## config.mk

```make
export PLATFORM = sky130hd
export DESIGN_NAME = tick_gen
export DESIGN_NICKNAME = d
export VERILOG_FILES = /design/src/rtl/tick_gen_pkg.sv /design/src/rtl/edge_rise.sv /design/src/rtl/tick_gen.sv
export SDC_FILE = /design/constraint.sdc
export NUM_CORES = 1
export LEC_CHECK = 0
export CELL_PAD_IN_SITES_DETAIL_PLACEMENT = 0
export CELL_PAD_IN_SITES_GLOBAL_PLACEMENT = 1
export CORE_ASPECT_RATIO = 0.75
export CORE_MARGIN = 2
export CORE_UTILIZATION = 46
export CTS_CLUSTER_SIZE = 10
export DETAILED_ROUTE_END_ITERATION = 7
export GPL_ROUTABILITY_DRIVEN = 0
export GPL_TIMING_DRIVEN = 0
export PLACE_DENSITY_LB_ADDON = 0.1
export SYNTH_ARGS = -nofsm -noshare
export SYNTH_HDL_FRONTEND = slang
export SYNTH_HIERARCHICAL = 1
export SYNTH_SLANG_ARGS = --single-unit
```

## constraint.sdc

```tcl
create_clock -name i_clk -period 8.55 [get_ports i_clk]
set_input_delay 2.1375 -clock i_clk [delete_from_list [all_inputs] [get_ports i_clk]]
set_output_delay 2.1375 -clock i_clk [all_outputs]
set_load 0.03 [all_outputs]
```

## src/rtl/tick_gen_pkg.sv

```systemverilog
// Shared constants for the tick generator: run-mode encodings and the board clock.
package tick_gen_pkg;

   typedef enum logic [1:0] {
      MODE_HALT = 2'b00,
      MODE_RUN  = 2'b01,
      MODE_STEP = 2'b10
   } mode_e;

   // TinyFPGA BX on-board oscillator.
   localparam int unsigned TINYFPGA_BX_CLK = 16_000_000;

endpackage

```

## src/rtl/edge_rise.sv

```systemverilog
// Registered rising-edge detector; the pulse follows the sampling edge by one cycle.
module edge_rise (
   input  logic i_clk,
   input  logic i_rst_n,
   input  logic i_en,
   input  logic i_sig,
   output logic o_rise
);

   logic prev_q;
   logic rise_q;

   // prev_q tracks the input in every mode, so a level raised while disabled
   // is already "old" by the time the detector is enabled.
   always_ff @(posedge i_clk or negedge i_rst_n) begin
      if (!i_rst_n) begin
         prev_q <= 1'b0;
         rise_q <= 1'b0;
      end else begin
         prev_q <= i_sig;
         rise_q <= i_en & i_sig & ~prev_q;
      end
   end

   assign o_rise = rise_q;

endmodule

```

## src/rtl/tick_gen.sv

```systemverilog
// Programmable tick / square-wave generator with HALT, RUN and single-STEP modes.
module tick_gen
   import tick_gen_pkg::*;
#(
   parameter int unsigned INPUT_CLOCK  = TINYFPGA_BX_CLK,
   parameter int unsigned OUTPUT_CLOCK = 1,
   parameter int unsigned CNT_W        = 32
) (
   input  logic             i_clk,
   input  logic             i_rst_n,
   input  logic [1:0]       i_mode,
   input  logic             i_step,
   input  logic             i_div_load,
   input  logic [CNT_W-1:0] i_div,
   output logic             o_div_ack,
   output logic             o_div_err,
   output logic             o_tick,
   output logic             o_square,
   output logic             o_running,
   output logic [15:0]      o_tick_count
);

   localparam int unsigned      HALF_RST_I = INPUT_CLOCK / (2 * OUTPUT_CLOCK);
   localparam logic [CNT_W-1:0] HALF_RST   = CNT_W'(HALF_RST_I);

   logic [CNT_W-1:0] hp_q, hp_d;
   logic [CNT_W-1:0] cnt_q, cnt_d;
   logic             sq_q, sq_d;
   logic [15:0]      tc_q, tc_d;
   logic             tick_q, tick_d;
   logic             ack_q, ack_d;
   logic             err_q, err_d;
   logic             run_q;
   logic             mode_run, mode_step, terminal, step_pulse;

   assign mode_run  = (i_mode == MODE_RUN);
   assign mode_step = (i_mode == MODE_STEP);
   assign terminal  = (cnt_q == hp_q - CNT_W'(1));

   edge_rise u_step_edge (
      .i_clk   (i_clk),
      .i_rst_n (i_rst_n),
      .i_en    (mode_step),
      .i_sig   (i_step),
      .o_rise  (step_pulse)
   );

   always_comb begin
      hp_d   = hp_q;
      cnt_d  = cnt_q;
      sq_d   = sq_q;
      tick_d = 1'b0;
      ack_d  = 1'b0;
      err_d  = 1'b0;
      // An accepted load restarts the phase and pre-empts any tick this cycle.
      if (i_div_load && (i_div != '0)) begin
         hp_d  = i_div;
         cnt_d = '0;
         sq_d  = 1'b0;
         ack_d = 1'b1;
      end else begin
         err_d = i_div_load;
         if (mode_run) begin
            if (terminal) begin
               cnt_d  = '0;
               sq_d   = ~sq_q;
               tick_d = ~sq_q;
            end else begin
               cnt_d = cnt_q + CNT_W'(1);
            end
         end else if (mode_step) begin
            tick_d = step_pulse;
         end
      end
      tc_d = tc_q + {15'd0, tick_d};
   end

   always_ff @(posedge i_clk or negedge i_rst_n) begin
      if (!i_rst_n) begin
         hp_q   <= HALF_RST;
         cnt_q  <= '0;
         sq_q   <= 1'b0;
         tc_q   <= '0;
         tick_q <= 1'b0;
         ack_q  <= 1'b0;
         err_q  <= 1'b0;
         run_q  <= 1'b0;
      end else begin
         hp_q   <= hp_d;
         cnt_q  <= cnt_d;
         sq_q   <= sq_d;
         tc_q   <= tc_d;
         tick_q <= tick_d;
         ack_q  <= ack_d;
         err_q  <= err_d;
         run_q  <= mode_run;
      end
   end

   assign o_tick       = tick_q;
   assign o_square     = sq_q;
   assign o_tick_count = tc_q;
   assign o_div_ack    = ack_q;
   assign o_div_err    = err_q;
   assign o_running    = run_q;

endmodule
```

==> Word-level counts from Yosys, hierarchy flattened <==
Cells that the tools add are included.
{ "word_totals": {"regBits": 87, "elab_cells": 37, "in_bits": 38, "out_inout_bits": 21} }
{ "op_classes": {"addsub": 3, "reduce_logical": 5, "bitwise_logic": 4, "mux": 12, "n_eq_ne": 3} }
{ "ops": {"columns": ["cell", "count"], "rows": [
  ["$mux W32", 3],
  ["$add A32 B1 Y32 const B", 1],
  ["$eq A32 B32 Y1", 1],
  ["$reduce_bool A32 Y1", 1],
  ["$sub A32 B1 Y32 const B", 1],
  ["$add A16 B1 Y16", 1],
  ["$mux W1", 9],
  ["$reduce_bool A2 Y1", 2],
  ["$and A1 B1 Y1", 2],
  ["$eq A2 B1 Y1 const B", 1],
  ["$eq A2 B2 Y1 const B", 1],
  ["$not A1 Y1", 2],
  ["$reduce_and A2 Y1", 1],
  ["$logic_and A1 B1 Y1", 1]
]} }

==> Logic depth before layout (Yosys ltp) <==
Gate-level depths: netlist of run 1.
{ "depth": {"ltp_word": 6, "ltp_mapped": 16, "ltp_nobuf": 15} }

==> Cells and area by module <==
Netlist of run 1, hierarchy kept.
{ "by_module_without_submodules": {"columns": ["mod", "seq_area_each_um2", "instances", "cells_each", "area_each_um2"], "rows": [
  ["tick_gen", 2135.8, 1, 580, 5017.3],
  ["edge_rise", 50.0, 1, 3, 58.8]
]} }

==> Worst setup path after synthesis of run 1 <==
OpenSTA, ideal clock, no wires.
{ "synth_path": {"path_kind": "input-to-reg", "startpoint": "input port i_div[24]", "endpoint": "register tc_q[14], in the netlist o_tick_count[14]", "cell_stages": 12, "setup_slack_ps": 3827, "setup_ps": 80, "t_arrival_ps": 4643, "n_path_buf": 1, "t_required_ps": 8470, "path_cell_list": "nor4_1 -> nand4_1 -> o21ai_1 -> inv_1 -> clkbuf_1 -> or4_1 -> nand2_1 -> ha_1 -> ha_1 -> nand3_1 -> nor2_1 -> xor2_1"} }
{ "synth_via": {"elab_chain_len": 4} }
{ "synth_rtl": {"columns": ["element", "line_no", "source"], "rows": [
  ["start: declaration", "tick_gen.sv:14", "input logic [CNT_W-1:0] i_div,"],
  ["$reduce_bool A32 Y1", "tick_gen.sv:56", "if (i_div_load && (i_div != '0)) begin"],
  ["$logic_and A1 B1 Y1", "tick_gen.sv:56", null],
  ["$mux W1", "tick_gen.sv:56", null],
  ["net tick_d", "tick_gen.sv:30", "logic tick_q, tick_d;"],
  ["$add A16 B1 Y16", "tick_gen.sv:75", "tc_d = tc_q + {15'd0, tick_d};"],
  ["net tc_d[14]", "tick_gen.sv:29", "logic [15:0] tc_q, tc_d;"],
  ["end signal: assignment", "tick_gen.sv:92", "tc_q <= tc_d;"],
  ["end: declaration", "tick_gen.sv:29", null]
]} }
The timed path passes the listed nets, and every way through them passes these cells.
A chain may end at the register's enable or synchronous reset.

==> Worst setup path after layout of run 1 <==
{ "layout_path": {"startpoint": "input port i_div[1]", "endpoint": "register tc_q[14], in the netlist o_tick_count[14]"} }
Same word-level chain as after synthesis.

==> summary.txt, run 1 <==
Synthesis
  – Post-synth top area cell: dfrtp_1
  – Most frequent cell after synthesis: nand2_1
  – Synth top cells by count: nand2_1 (116), dfrtp_1 (80), nor2_1 (44)
  – Dominant synthesized flop cell: dfrtp_1
  – Number of synthesized flops with an enable pin: 0
  – FF+latch count, synth: 87
  – Sequential share of the synthesized area: 0.431
  – Syn Nets: 625
  – Asr flop ratio synth: 1.00
  – Top cell type's share of synthesized area: 0.394
  – Unique cell type count in the Yosys netlist: 56
  – Mapped Cells: 583
  – Post-Syn Area: 5080 sq um
  – Synthesis warning total: 6
  – Mean Syn Cell Area: between 8 and 9 sq um
  – Synth area leaders: dfrtp_1 (39%), nand2_1 (8.6%), xor2_1 (6.6%), xnor2_1 (5.5%), dfstp_2 (3.6%)

Setup path
  – Critical path class: input port to flop
  – Flop2flop setup slack: 3.38 ns
  – CP required: 8.82 ns
  – Crit end category: flop
  – R2r worst-path depth: 15
  – Critical path startpoint category: input port
  – Critical Path AT: 6.38 ns
  – Crit Path Max Fanout: 10
  – Launch point of the worst reg-to-reg path: hp_q[0]
  – Setup crit start: i_div[1]

Power and ir drop
  – Static leakage: 2.64 nW
  – Maximum VDD drop: 104 uV
  – Total Power: 0.000977 W
  – Pwr dens: between 150 and 200 nW/um^2

Floorplanning
  – Ports: 59
  – Die ar.: 11900 sq um
  – Site Rows: 33
  – Initial Utilization: 0.467
  – Core Footprint: 10900 sq um
  – Die width: 125 um
  – Chip Height: around 95 um

Clocking
  – CTS tree: done
  – Worst-Skew Late Latency: around 0.34 ns
  – Clock root cell: clkbuf_16
  – CTS resizes: 0
  – Clk buf depth: 2
  – Hold_buf cts: 0
  – Post-CTS Repair Setup Buffers: 0
  – H-tree depth: 3
  – CTS Sinks: a little under 90
  – Clk slew on worst S/H paths: 0.07 ns
  – TritonCTS buffer count: 9

Global routing
  – Vias in the first global route: ~4300
  – Initial antenna violation count: 0
  – First-pass GRT wire length: between 20000 and 25000 um
  – Largest net degree at the start of global routing: between 50 and 60
  – Total gr overflow: 0
  – Tot GR Track Use: 0.238

STA
  – RSZ-0062 raised after global routing: no
  – Slew Limit Fails: 0
  – Fin crit share: 0.714
  – Slew margin rel.: 0.363
  – Worst Tran Pin Value: 0.946 ns
  – Fmax: ~160 MHz
  – Final Hold Fails: 0
  – Clk_skew: 0.0103 ns
  – Setup violators final: 0
  – Final setup TNS: 0 ns
  – Final critical-path required period: 6.11 ns
  – Final WS setup: between 2 and 2.5 ns

Status
  – Status: completed

Placed design
  – Dpl cells: around 780
  – Pre-CTS setup slack: between 2 and 2.5 ns
  – Detailed placement HPWL: 10300 um
  – Port Buffers: 58

Hold path
  – Hold wc startpoint: o_tick_count[15]
  – Hold WC Path Type: flop to flop
  – Hold Path Stages: 1

Drt
  – Starting DRC count in detailed routing: approximately 570
  – Via Count: 4622
  – Routed wire length: about 14000 um
  – Wire per inst: between 15 and 20 um
  – Drt pass-1 iters: 5
  – DRC viols: 0
  – Final antenna-violating net count: 0
  – Vias per cell: 5.79

Job
  – Total of max-cap violations: 0

Layout
  – Final net count: roughly 700
  – Final Util: 0.566
  – Finished Layout Cells: 798
  – Layout area overhead: 21.1%
  – Antenna Cells: 0
  – Share of cells above drive strength 1: 0.0684
[layer usage]
metal / share of wire / global-route usage / vias up
met5: 0 / 0 / -
met4: 0.010 / 0.0565 / 0
met3: 0.083 / 0.0487 / 12
met2: 0.40 / 0.351 / 181
met1: 0.50 / 0.360 / 2207
li1: - / - / 2222
[final timing paths]
kind                                    end
max                        o_tick_count[14]
min                        o_tick_count[15]
max reg2reg                o_tick_count[14]
min reg2reg                o_tick_count[15]
max in group asynchronous          hp_q[17]
min in group asynchronous         cnt_q[11]
[report_power, final]
part	internal [W]	switching, W
logic	0.0000561	0.0000788
clock network	0.000227	0.000161
registers	0.000431	0.0000232
total	0.000714	0.000263
[worst max-delay path: stages]
cell and delay (ns):
clkdlybuf4s50_1 0.42, nor4_1 0.44, nand4_1 0.21, o21ai_1 0.71, inv_1 0.19, clkbuf_1 0.32
or4_1 0.62, nand2_1 0.15, ha_1 0.30, ha_1 0.30, nand3_1 0.23, nor2_1 0.19
xor2_1 0.16
[layout make-up]
| cell class | instances | area (sq um) |
|---|---|---|
| fill | 1023 | 4710 |
| timing repair buffer | 59 | 606 |
| buffer | 29 | 123 |
| sequential | 87 | 2190 |
| inverter | 11 | 41.3 |
| clock inverter | 5 | 58.8 |
| clock buffer | 11 | 233 |
| tap | 140 | 175 |
| multi-input combinational | 456 | 2730 |
[metrics by stage]
stage / instance area [sq um] / hold WS (ns)
final: 6150 / 0.467
after global routing: 6150 / 0.501
after CTS: 6150 / 0.476
after detailed placement: 5860 / 0.466
after global placement: 5830 / 0.461
after floorplan: 5080 / 0.457
[cell families (layout without fill, tap and decap cells)]
logic type	Yosys count	count (layout)	synth area share
buffers and inverters	40	115	0.0323
AOI/OAI and AO/OA	64	64	0.0907
and+or+nand+nor	315	315	0.310
muxes	3	3	0.00616
xor gates and xnor gates	70	70	0.121
DFF	87	87	0.431
adders and majority gates	4	4	0.00986
[placed cells by master, fill, tap and decap left out, types with 13 or more instances in the layout]
cell type,netlist,routed
a21oi_1,15,15
clkbuf_1,21,23
clkdlybuf4s50_1,0,57
dfrtp_1,80,80
nand2_1,116,116
nand3_1,31,31
nand4_1,27,27
nor2_1,44,44
nor3_1,18,18
nor4_1,23,23
or4_1,13,13
xnor2_1,32,32
xor2_1,38,38
No activity file was read; power rests on OpenSTA's default activity.
==> run 2, diff against run 1 <==
- CORE_UTILIZATION: 46 -> 43
- clock period: 8.55 -> 6.01 ns (I/O delays scaled with it)
==> run 2 against run 1 <==
  * Power grew 45%
  * Clock skew shrank 0.0022 ns
  * Sequential cell count did not move
  * Cell area is 0.67% higher
  * Global-route usage decreased by 1.1 points
  * First-iteration DRC count shrank 35%
  * Non-clock buffer count did not move
  * Die area up 6.7%
  * Combinational power grew 41%
  * Largest cell class unchanged
  * Largest power group unchanged
  * Highest routed layer unchanged
==> summary.txt, run 2 (synthesis results as in run 1) <==
Status
  – Status: completed

Layout
  – Most common cell after layout, fill and taps aside: nand2_1
  – Layout area overhead: 21.9%
  – Commonest cells after routing, fill and taps aside: nand2_1 (116), dfrtp_1 (80), clkdlybuf4s50_1 (57)
  – Design area: 6190 sq um
  – Final net count: about 700
  – Antenna Cells: 0
  – Share of cells above drive strength 1: 0.0714

Setup path
  – Max incr delay on CP: 0.64 ns
  – Crit Path Max Fanout: 10
  – Crit path top cell by count: ha_1
  – CP required: 6.28 ns
  – WP buf/inv: 3
  – Cells along the critical path: clkdlybuf4s50_1 -> nor4_1 -> nand4_1 -> o21ai_1 -> inv_1 -> clkbuf_1 -> or4_1 -> nand2_1 -> ha_1 -> ha_1 -> nand3_1 -> nor2_1 -> xor2_1
  – Critical Path AT: 5.40 ns
  – Critical path startpoint category: input port
  – Crit end category: flop
  – Slowest CP cell: o21ai_1
  – Critical path class: input port to flop
  – Family with the most delay on the worst path: simple AND/OR/NAND/NOR gates

STA
  – Worst Tran Pin Value: 1.08 ns
  – Worst hold slack: approximately 0.48 ns
  – Final Hold Fails: 0
  – Slew Limit Fails: 0
  – Fin crit share: 0.853
  – Clk_skew: 0.00811 ns
  – RSZ-0062 raised after global routing: no
  – Final critical-path required period: ~5.1 ns
  – Slew margin rel.: 0.270
  – Fmax: 195 MHz
  – Setup violators final: 0
  – Final setup TNS: 0 ns

Floorplanning
  – Core Footprint: roughly 12000 sq um
  – Initial Utilization: 0.439
  – Chip Height: 98.1 um
  – Die ar.: 12700 sq um
  – Site Rows: 34
  – Ports: between 50 and 60
  – Die width: 129 um

Drt
  – Starting DRC count in detailed routing: approximately 370
  – Wire per inst: 16.4 um
  – Via Count: 4526
  – Final antenna-violating net count: 0
  – Vias per cell: 5.52
  – DRC viols: 0
  – Routed wire length: 13500 um
  – Drt pass-1 iters: 5

Global routing
  – First-pass GRT wire length: 22800 um
  – Met1 global-route usage: 0.346
  – Initial antenna violation count: 0
  – GRT Max-Usage Layer: met1
  – Routing usage on met3: 0.0395
  – Met2 Use GR: 0.335
  – Largest net degree at the start of global routing: slightly below 60
  – Vias in the first global route: 4418
  – Tot GR Track Use: 0.228
  – Total gr overflow: 0

Hold path
  – Hold WC Path Type: flop to flop

Power and ir drop
  – Pwr dens: 229 nW/um^2
  – Sequential power share: 0.455
  – Comb power frac: 0.134
  – Static leakage: 2.66 nW
  – Sw Share: 0.279
  – Switching pwr: between 0.0003 and 0.0004 W
  – Power share of the clock group: 0.410
  – Int Power: about 0.0010 W
  – Maximum VDD drop: 144 uV

Clocking
  – CTS tree: done
  – Clock root cell: clkbuf_16
  – TritonCTS buffer count: 9
  – CTS resizes: 0
  – CTS Sinks: 87
  – Hold_buf cts: 0
  – Clk buf depth: 2
  – H-tree depth: 3
  – Post-CTS Repair Setup Buffers: 0
  – Worst-Skew Late Latency: around 0.35 ns
  – Clk slew on worst S/H paths: 0.07 ns

Placed design
  – Placed Area: between 5000 and 6000 sq um
  – Detailed placement HPWL: approximately 10000 um
  – Port Buffers: between 50 and 60

Job
  – Total of max-cap violations: 0
==> run 2: metal layers <==
layer | wire (um) | part of all wire
met4 | 175 | 0.013
met3 | 645 | 0.048
met1 | 6930 | 0.51
met5 | 0 | 0
met2 | 5720 | 0.42
==> run 2: stage by stage <==
step / utilization / total power [W] / setup slack, ns / cells
after floorplan: - / 0.000758 / 1.89 / 583
after global placement: 0.506 / 0.000837 / 0.236 / 803
after detailed placement: 0.509 / 0.000845 / 0.455 / 804
after CTS: 0.535 / 0.00143 / 0.816 / 820
after global routing: 0.535 / 0.00148 / 0.516 / 820
final: 0.535 / 0.00142 / 0.884 / 820
==> run 2: area by class of cell <==
cell class / instances / area (sq um)
inverter: 11 / 41.3
clock inverter: 7 / 80.1
buffer: 29 / 123
timing repair buffer: 59 / 606
multi-input combinational: 456 / 2730
fill: 1096 / 5380
clock buffer: 9 / 225
sequential: 87 / 2190
tap: 162 / 203
==> run 2: path summary, 6_finish.rpt <==
path	startpoint	end	slack [ns]	cells after the start
worst max-delay path	i_div[1]	o_tick_count[14]	0.88	13
worst min-delay path	o_tick_count[15]	o_tick_count[15]	0.48	1
worst max register to register	hp_q[0]	o_tick_count[14]	0.96	15
worst min register to register	o_tick_count[15]	o_tick_count[15]	0.48	1
max in group asynchronous	i_rst_n	hp_q[22]	4.24	2
min in group asynchronous	i_rst_n	cnt_q[12]	1.08	1
==> run 2: power by group through the flow <==
stage / Sequential [W] / Clock, W / Combinational [W]
CTS: 0.000644 / 0.000593 / 0.000191
floorplan: 0.000654 / 0 / 0.000104
global placement: 0.000654 / 0 / 0.000183
global route: 0.000649 / 0.000615 / 0.000213
finish: 0.000645 / 0.000580 / 0.000190
detailed placement: 0.000655 / 0 / 0.000190
